[config.mk]
export PLATFORM = sky130hd
export DESIGN_NAME = alu_issue_ctrl
export DESIGN_NICKNAME = d
export VERILOG_FILES = /design/src/rtl/alu_issue_ctrl.sv
export SDC_FILE = /design/constraint.sdc
export NUM_CORES = 1
export LEC_CHECK = 0
export ABC_CLOCK_PERIOD_IN_PS = 1900
export BUFFER_PORTS_ARGS = -buffer_cell sky130_fd_sc_hd__clkbuf_2
export CAP_MARGIN = 20
export CORE_AREA = 2 2 110 112
export CTS_BUF_LIST = sky130_fd_sc_hd__clkbuf_16
export DETAILED_ROUTE_END_ITERATION = 16
export DIE_AREA = 0 0 112 114
export PLACE_DENSITY_LB_ADDON = 0.25
export RECOVER_POWER = 50
export SKIP_LAST_GASP = 1
export SLEW_MARGIN = 20
export SYNTH_ARGS = -nofsm -noshare
export SYNTH_HDL_FRONTEND = slang
export SYNTH_SLANG_ARGS = --single-unit
[constraint.sdc]
create_clock -name clk -period 1.9 [get_ports clk]
set_input_delay 0.19 -clock clk [delete_from_list [all_inputs] [get_ports clk]]
set_output_delay 0.19 -clock clk [all_outputs]
set_load 0.005 [all_outputs]
[src/rtl/alu_issue_ctrl.sv]
// rtl/alu_issue_ctrl.sv - RV32I OP/OP-IMM decode and single-slot ALU issue/response control
// Optional perf counters built when ALU_PERF_CNT_EN is defined.
module alu_issue_ctrl #(
    parameter int TAG_W = 4,
    parameter int CNT_W = 16
) (
    input  logic             clk,
    input  logic             rst,
    input  logic             in_valid,
    output logic             in_ready,
    input  logic [31:0]      in_instr,
    input  logic [31:0]      in_rs1,
    input  logic [31:0]      in_rs2,
    input  logic [TAG_W-1:0] in_tag,
    output logic [31:0]      alu_a,
    output logic [31:0]      alu_b,
    output logic [3:0]       alu_opcode,
    input  logic [31:0]      alu_result,
    input  logic             alu_zero,
    output logic             out_valid,
    input  logic             out_ready,
    output logic [31:0]      out_result,
    output logic             out_zero,
    output logic             out_illegal,
    output logic [4:0]       out_rd,
    output logic [TAG_W-1:0] out_tag,
    output logic [CNT_W-1:0] perf_ops,
    output logic [CNT_W-1:0] perf_illegal
);

    localparam logic [3:0] OP_ADD = 4'b0000;
    localparam logic [3:0] OP_SUB = 4'b0001;
    localparam logic [3:0] OP_AND = 4'b0010;
    localparam logic [3:0] OP_OR  = 4'b0011;
    localparam logic [3:0] OP_XOR = 4'b0100;
    localparam logic [3:0] OP_SLL = 4'b0101;
    localparam logic [3:0] OP_SRL = 4'b0110;
    localparam logic [3:0] OP_SRA = 4'b0111;
    localparam logic [3:0] OP_SLT = 4'b1000;
    localparam logic [3:0] OP_NOP = 4'b1111;

    typedef enum logic [1:0] {
        S_IDLE = 2'd0,
        S_EXEC = 2'd1,
        S_RESP = 2'd2
    } state_t;

    state_t           state_q, state_d;
    logic [31:0]      a_q, a_d;
    logic [31:0]      b_q, b_d;
    logic [3:0]       op_q, op_d;
    logic             ill_q, ill_d;
    logic [4:0]       rd_q, rd_d;
    logic [TAG_W-1:0] tag_q, tag_d;
    logic [31:0]      res_q, res_d;
    logic             zero_q, zero_d;

    logic        is_op, is_imm, f7_zero, f7_alt;
    logic [2:0]  f3;
    logic [3:0]  dec_op;
    logic [31:0] dec_b;
    logic        dec_ill;

    // rs1 index is resolved upstream; only its value arrives here.
    logic unused_rs1_idx;
    assign unused_rs1_idx = ^in_instr[19:15];

    always_comb begin
        is_op   = (in_instr[6:0] == 7'b0110011);
        is_imm  = (in_instr[6:0] == 7'b0010011);
        f3      = in_instr[14:12];
        f7_zero = (in_instr[31:25] == 7'b0000000);
        f7_alt  = (in_instr[31:25] == 7'b0100000);
        dec_op  = OP_NOP;
        dec_ill = 1'b0;

        if (is_op) begin
            dec_b = in_rs2;
        end else if (is_imm && (f3 == 3'b001 || f3 == 3'b101)) begin
            dec_b = {27'b0, in_instr[24:20]};
        end else begin
            dec_b = {{20{in_instr[31]}}, in_instr[31:20]};
        end

        // For OP-IMM non-shift ops, instr[31:25] is immediate, so funct7 is only checked for OP.
        case (f3)
            3'b000: begin
                if (is_op && f7_alt)        dec_op = OP_SUB;
                else if (is_op && !f7_zero) dec_ill = 1'b1;
                else                        dec_op = OP_ADD;
            end
            3'b001: begin
                dec_op  = OP_SLL;
                dec_ill = !f7_zero;
            end
            3'b010: begin
                dec_op  = OP_SLT;
                dec_ill = is_op && !f7_zero;
            end
            3'b011: dec_ill = 1'b1;
            3'b100: begin
                dec_op  = OP_XOR;
                dec_ill = is_op && !f7_zero;
            end
            3'b101: begin
                if (f7_zero)     dec_op = OP_SRL;
                else if (f7_alt) dec_op = OP_SRA;
                else             dec_ill = 1'b1;
            end
            3'b110: begin
                dec_op  = OP_OR;
                dec_ill = is_op && !f7_zero;
            end
            default: begin
                dec_op  = OP_AND;
                dec_ill = is_op && !f7_zero;
            end
        endcase

        if (!(is_op || is_imm)) dec_ill = 1'b1;
    end

    always_comb begin
        state_d = state_q;
        a_d     = a_q;
        b_d     = b_q;
        op_d    = op_q;
        ill_d   = ill_q;
        rd_d    = rd_q;
        tag_d   = tag_q;
        res_d   = res_q;
        zero_d  = zero_q;

        case (state_q)
            S_IDLE: begin
                if (in_valid) begin
                    a_d     = in_rs1;
                    b_d     = dec_b;
                    op_d    = dec_ill ? OP_NOP : dec_op;
                    ill_d   = dec_ill;
                    rd_d    = in_instr[11:7];
                    tag_d   = in_tag;
                    state_d = S_EXEC;
                end
            end
            S_EXEC: begin
                res_d   = ill_q ? 32'd0 : alu_result;
                zero_d  = ill_q ? 1'b0 : alu_zero;
                state_d = S_RESP;
            end
            S_RESP: begin
                if (out_ready) state_d = S_IDLE;
            end
            default: state_d = S_IDLE;
        endcase
    end

    always_ff @(posedge clk) begin
        if (rst) begin
            state_q <= S_IDLE;
            a_q     <= 32'd0;
            b_q     <= 32'd0;
            op_q    <= OP_NOP;
            ill_q   <= 1'b0;
            rd_q    <= 5'd0;
            tag_q   <= '0;
            res_q   <= 32'd0;
            zero_q  <= 1'b0;
        end else begin
            state_q <= state_d;
            a_q     <= a_d;
            b_q     <= b_d;
            op_q    <= op_d;
            ill_q   <= ill_d;
            rd_q    <= rd_d;
            tag_q   <= tag_d;
            res_q   <= res_d;
            zero_q  <= zero_d;
        end
    end

    assign in_ready    = (state_q == S_IDLE);
    assign out_valid   = (state_q == S_RESP);
    assign alu_a       = a_q;
    assign alu_b       = b_q;
    assign alu_opcode  = (state_q == S_EXEC) ? op_q : OP_NOP;
    assign out_result  = res_q;
    assign out_zero    = zero_q;
    assign out_illegal = ill_q;
    assign out_rd      = rd_q;
    assign out_tag     = tag_q;

`ifdef ALU_PERF_CNT_EN
    logic [CNT_W-1:0] perf_ops_q, perf_ops_d;
    logic [CNT_W-1:0] perf_ill_q, perf_ill_d;
    logic             resp_hs;

    always_comb begin
        resp_hs    = (state_q == S_RESP) && out_ready;
        perf_ops_d = perf_ops_q;
        perf_ill_d = perf_ill_q;
        if (resp_hs && !ill_q && perf_ops_q != {CNT_W{1'b1}}) perf_ops_d = perf_ops_q + 1'b1;
        if (resp_hs && ill_q && perf_ill_q != {CNT_W{1'b1}})  perf_ill_d = perf_ill_q + 1'b1;
    end

    always_ff @(posedge clk) begin
        if (rst) begin
            perf_ops_q <= '0;
            perf_ill_q <= '0;
        end else begin
            perf_ops_q <= perf_ops_d;
            perf_ill_q <= perf_ill_d;
        end
    end

    assign perf_ops     = perf_ops_q;
    assign perf_illegal = perf_ill_q;
`else
    assign perf_ops     = '0;
    assign perf_illegal = '0;
`endif

endmodule
# Word-level counts from Yosys, hierarchy flattened
# Cells that the tools add are included.
[op_classes] eq_ne=13 muxes=20 n_reduce_logical=11
[ops] cell="32-bit 2-to-1 mux" n=3
[ops] cell="4-bit one-hot mux with 7 select lines" n=1
[ops] cell="4-bit 2-to-1 mux" n=6
[ops] cell="7-bit by 6-bit == test with 1-bit output (second input constant)" n=2
[ops] cell="3-bit == test (second input constant)" n=3
[ops] cell="7-bit by 5-bit == test with 1-bit output (second input constant)" n=1
[ops] cell="7-bit logical NOT" n=1
[ops] cell="3-bit by 2-bit == test with 1-bit output (second input constant)" n=2
[ops] cell="1-bit 2-to-1 mux" n=6
[ops] cell="2-bit one-hot mux with 3 select lines" n=1
[ops] cell="2-bit 2-to-1 mux" n=2
[ops] cell="1-bit one-hot mux with 4 select lines" n=1
[ops] cell="2-bit AND reduction" n=2
[ops] cell="3-bit by 1-bit == test with 1-bit output (second input constant)" n=1
[ops] cell="1-bit logical AND" n=3
[ops] cell="3-bit logical NOT" n=1
[ops] cell="2-bit by 1-bit == test with 1-bit output (second input constant)" n=1
[ops] cell="2-bit == test (second input constant)" n=1
[ops] cell="2-bit logical NOT" n=1
[ops] cell="1-bit logical OR" n=2
[ops] cell="2-bit by 1-bit inequality test with 1-bit output (second input constant)" n=1
[ops] cell="2-bit inequality test (second input constant)" n=1
[ops] cell="1-bit logical NOT" n=1
[word_totals] output_inout_bits=145 ff_bits=113 in_bits=137

# Longest topological paths before layout
# Gate-level depths: netlist of the first run.
[logic_depth] word_depth=8 ltp_mapped=6

# Worst setup path after synthesis of the first run
# No wires, ideal clock.
[synth_timing] kind="input port to flip-flop" from="input port in_instr[2]" to="register b_q[4] (netlist: alu_b[4])" arrival_time_ps=1248 t_required_ps=1767 path_stages=6 setup_ps=133 n_path_buf=2 setup_slack_ps=519 cell_sequence="and4bb_2 and4_1 buf_4 buf_6 mux2i_1 a211oi_2"
[synth_via] elab_chain_len=2
[synth_rtl] element="start, declared" line="11" source="input logic [31:0] in_instr,"
[synth_rtl] element="7-bit by 6-bit == test with 1-bit output" line="69" source="is_op = (in_instr[6:0] == 7'b0110011);"
[synth_rtl] element="32-bit 2-to-1 mux" line="77" source="if (is_op) begin"
[synth_rtl] element="end signal, assigned" line="162" source="b_q <= 32'd0;"
[synth_rtl] element="end signal, assigned" line="172" source="b_q <= b_d;"
[synth_rtl] element="end, declared" line="50" source="logic [31:0] b_q, b_d;"
# Every way passes these cells.
# A chain may end at the register's enable or synchronous reset.

# Worst setup path in the final report of the first run
[layout_timing] from="register state_q[0]" to="output port alu_opcode[2]"
[layout_via] elab_chain_len=2
[layout_rtl] element="start, declared" line="48" source="state_t state_q, state_d;"
[layout_rtl] element="start signal, assigned" line="170" source="state_q <= state_d;"
[layout_rtl] element="2-bit by 1-bit == test with 1-bit output" line="186" source="assign alu_opcode = (state_q == S_EXEC) ? op_q : OP_NOP;"
[layout_rtl] element="4-bit 2-to-1 mux" line="186"
[layout_rtl] element="end, declared" line="17" source="output logic [3:0] alu_opcode,"
# Every way passes these cells.

==> flow_summary.toml, run 1 <==
[status]
status = "finished, final reports clean"

[drt]
dr.first_iter.drc_count = 194
dr.pass1.iters = 4
avgViaCountPerCell = 4.818
drc_errors = 0
vias = 4611
routedWlPerCell_um = 13.56
drt.antenna.violating_nets = 0
routed_wl_um = 12980

[critical_path]
critPathKind = "reg2out"
cp_data_arrival_time_ps = 1320
worstPathMaxFanout = 9
rrSetupSlack_ps = 400
endpoint_kind = "output port"
required_ps = 1710
startpoint_type = "flop"

[clock_network]
post-cts-setup-buffer-count = 0
cts_tree = "yes"
cts_hold_buf = 0
post_cts_resized = 0
cts_buffer_depth = 2
clock-root-buffer = "clkbuf_16"
cts-buffers-inserted = 17
clk_pin_slew_ps = 50
clk_latency_ps = 390
htree_levels = 4
clock-sinks = 113

[min_path]
min_path_type = "in2reg"

[floorplan]
num_rows = 40
fp.dieW_um = 112
core-area_um2 = 11710
start_util_pct = 39.58
dieHeight_um = 114
dieArea_um2 = 12770
io_pins = 282

[global_routing]
grt_max_degree = 60
gr-total-overflow = 0
grt_pass1_wl_um = 20780
grt_pass1_vias = 4411
grt_use_total_pct = 19.87
antenna_found_initial = 0

[sta]
drv_slew = 0
timing.slew.headroom_pct = 55.87
fmax_mhz = 660.7
period_needed_ps = 1513
fin_setup_tns_ps = 0
hold_violations = 0
tightest_slew_ps = 661.9
setup_viol_count_final = 0
rsz0062_at_grt = "false"
skew_ps = 8.565
finalCritPeriodShare_pct = 79.66

[logic_synthesis]
synth.top_cell.area_share_pct = 48.80
synthTopCellsByArea = "dfxtp_1, nand2_1, a21oi_1"
syn_area_per_cell_um2 = 8.176
yosysTopAreaCell = "dfxtp_1"
synth_seq_area_share_pct = 48.80
synth.distinct_cells = 30
synth_area_um2 = 4636
postSynthCellCount = 567
synth_seq_cells = 113
synth_warnings = 0

[power_and_ir_drop]
total_power_mw = 6.186
irDropWorstVdd_uv = 485.6
powerDensity_nw_per_um2 = 974.7
leakagePower_nw = 2.744

[finish]
final_common_cell = "clkbuf_2"
fill_cells = 1166
diodes = 0
layout_common_cells = "clkbuf_2, nand2_1, dfxtp_1"
area_growth_pct = 36.90
nets = 935
drive_gt1_share_pct = 29.51
fin_util_pct = 54.19

[run]
drv_cap = 0

[placed_design]
hpwlAfterDp_um = 9368
place.gp.congestion = 0.7558
port_buffers = 244
-- through the flow --
stage                     cell area [um2]  hold WS [ps]  setup slack, ps  instances
after floorplan                      4752         326.0            519.0        598
final                                6346         16.43            386.5        957
after global routing                 6346         1.475            242.7        957
after CTS                            6405         4.038            344.5        956
after detailed placement             5877         421.2            305.3        925
after global placement               5877         413.5            331.0        925
-- final cells by class --
| type | count | area [um2] | area share [%] |
|---|---|---|---|
| Inverter | 2 | 7.507 | 0.1183 |
| Clock inverter | 14 | 102.6 | 1.617 |
| Clock buffer | 17 | 425.4 | 6.703 |
| Timing Repair Buffer | 258 | 1313 | 20.68 |
| Tap cell | 147 | 183.9 | 2.898 |
| Sequential cell | 113 | 2262 | 35.65 |
| Multi-Input combinational cell | 406 | 2052 | 32.33 |
-- cells by family after synthesis --
group,Yosys count,share of synthesized area (%)
buffers and inverters,79,9.663
other,1,0.08089
AO/OA/AOI/OAI,123,15.95
flip-flops,113,48.80
multiplexers,5,1.080
AND/OR/NAND/NOR,246,24.43
-- worst paths after layout --
kind,startpoint,endpoint,depth (start not counted)
worst min register to register,out_result[1],out_result[1],2
worst max register to register,state_q[1],alu_b[6],5
worst min-delay path,in_rs1[23],alu_a[23],3
worst max-delay path,state_q[0],alu_opcode[2],4
-- synthesized netlist by cell type (all sizes together) --
master   instances
inv              2
a211oi          27
nand2b           7
a31oi            3
nand2          138
nand3b          36
a21oi           83
and4bb           1
nor2            40
o2111ai          1
dfxtp          113
nor3            13
mux2i            5
nor3b            2
o21ai            1
nand3            3
and4             1
a221oi           7
buf             54
nor4             1
nand4b           1
conb             1
nor2b            3
clkbuf          23
a41o             1
-- sequential cells by signal, summed over array words and instances, names as in the netlist --
signal and cells:
alu_b 32, state_q 2, out_zero 1, op_q 4, out_illegal 1, out_result 32, out_tag 4, alu_a 32
out_rd 5
-- where the power goes --
part           internal, mW  switching [mW]  total (mW)
registers              2.53          0.0790        2.61
logic                 0.346           0.428       0.774
clock network          1.76            1.05        2.81
-- worst max-delay path: stages (launching register included) --
cell and delay, ps:
dfxtp_1 390, nor2b_2 180, buf_4 180, nand2b_1 60
clkbuf_2 130
-- routing by layer --
| metal | track usage (%) | share of wire, % | vias up |
|---|---|---|---|
| met3 | 6.695 | 8.2 | 12 |
| met5 | 0 | 0 | - |
| met4 | 6.585 | 1.3 | 0 |
| met1 | 22.91 | 41 | 2099 |
| li1 | - | - | 2316 |
| met2 | 34.83 | 50 | 184 |
Power figures use the tool's default switching activity.
==> run 2, diff against run 1 <==
ABC_CLOCK_PERIOD_IN_PS = 1400   (was 1900)
clock period = 1.4 ns   (was 1.9 ns; I/O delays follow)
==> run 2 against run 1 <==
Net effect:
- the flow now finishes with violations (negative setup slack)
- core utilization increased by 10 points
- die area unchanged
- first-iteration DRC count increased by 24%
- critical path depth increased by 1
- non-clock buffer count increased by 110
- combinational power increased by 78%
- cell count increased by 11%
- register-to-register slack got worse by 430 ps
- routed wire length increased by 17%
- clock skew increased by 7.5 ps
- clock power increased by 40%
- count of clock-buffer cells in the layout unchanged
- critical path type is now reg2reg
==> flow_summary.toml, run 2 (same netlist as run 1, synthesis figures left out) <==
[sta]
finalCritPeriodShare_pct = 102.1
fin_setup_tns_ps = -29.47
rsz0062_at_grt = "true"
fmax_mhz = 699.6
hold_violations = 0
hold_slack_ps = 52.38
fin_ws_ps = -29.47
setup_viol_count_final = 1
period_needed_ps = 1429
skew_ps = 16.06
drv_slew = 0

[power_and_ir_drop]
powerDensity_nw_per_um2 = 1172
total_power_mw = 8.848
irDropWorstVdd_uv = 693.8
leakagePower_nw = 3.427

[drt]
routedWlPerCell_um = 14.17
dr.first_iter.drc_count = 241
avgViaCountPerCell = 4.852
dr.pass1.iters = 5
routed_wl_um = 15120
vias = 5177
drt.antenna.violating_nets = 0
drc_errors = 0

[placed_design]
port_buffers = 244
hpwlAfterDp_um = 9531
dpl_worst_slack_ps = -122.0
place.gp.congestion = 0.7939
place_area_um2 = 5959
dpl.cell_count = 936

[critical_path]
path_cells = "nor2_1, nand2_2, buf_4, a221oi_1, nor3_1"
endpoint_kind = "flop"
required_ps = 1680
critPathMaxStageDelay_ps = 350
cpLargestDelayFamily = "simple AND/OR/NAND/NOR gates"
startpoint_type = "flop"
critPathKind = "reg2reg"
worstPathMaxFanout = 12
cp_data_arrival_time_ps = 1710
cp_num_buf_inv = 1
cpMaxStageDelayCell = "dfxtp_2"

[finish]
area_growth_pct = 62.91
final_cells = 1067
diodes = 0
finalInstanceArea_um2 = 7552
fill_cells = 995
layout_common_cells = "clkbuf_2, nand2_1, dfxtp_1"
nets = 1045
drive_gt1_share_pct = 33.26
fin_util_pct = 64.49
final_common_cell = "clkbuf_2"

[clock_network]
htree_levels = 4
cts_buffer_depth = 2
clock-sinks = 113
cts-buffers-inserted = 17
clk_pin_slew_ps = 50
cts_tree = "yes"
clock-root-buffer = "clkbuf_16"
clk_latency_ps = 420

[floorplan]
start_util_pct = 39.58
io_pins = 282
fp.dieW_um = 112
dieHeight_um = 114
num_rows = 40
core-area_um2 = 11710
dieArea_um2 = 12770

[run]
drv_cap = 0

[global_routing]
grt_use_total_pct = 23.16
gr-total-overflow = 0
grt_pass1_wl_um = 23740
antenna_found_initial = 0
grt_max_degree = 50
grt_pass1_vias = 5011

[min_path]
min_path_type = "in2reg"

[status]
status = "complete, but fails checks"
violations = "negative setup slack"
run 2: area by class of cell:
type                            count  area, um2  share of cell area (%)
Timing Repair Buffer              368       2485                   32.90
Tap cell                          147      183.9                   2.435
Sequential cell                   113       2265                   29.99
Multi-Input combinational cell    406       2076                   27.49
Clock inverter                     14      110.1                   1.458
Inverter                            2      7.507                 0.09940
Clock buffer                       17      425.4                   5.633
run 2: path summary, 6_finish.rpt:
| check | start | to | slack, ps | depth (start not counted) |
|---|---|---|---|---|
| worst max-delay path | state_q[1] | alu_b[10] | -30 | 5 |
| worst min-delay path | in_instr[21] | alu_b[1] | 50 | 3 |
| worst max register to register | state_q[1] | alu_b[10] | -30 | 5 |
| worst min register to register | out_result[24] | out_result[24] | 450 | 2 |
run 2: routing by layer:
metal	vias up	routed length, um	GRT usage [%]
met1	2359	5846	25.21
met2	235	7721	40.73
met4	0	521	12.03
li1	2539	-	-
met5	-	0	0
met3	44	1033	7.173
run 2: power by group:
part | internal [mW] | switching, mW
Clock | 2.53 | 1.39
Sequential | 3.43 | 0.112
Combinational | 0.718 | 0.666
Total | 6.68 | 2.17
run 2: tightest hold or removal path: stages:
cell	delay, ps
clkbuf_2	80
mux2i_1	110
a211oi_1	80
run 2: what timing repair did:
item                                    CTS  global route
endpoints found under the setup margin    4            81
cloned                                    0             2
resized for setup                         2            11
hold buffers                             96             0
pin swaps                                 0             1
buffers inserted                          0             3
hold endpoints to repair                 96             0
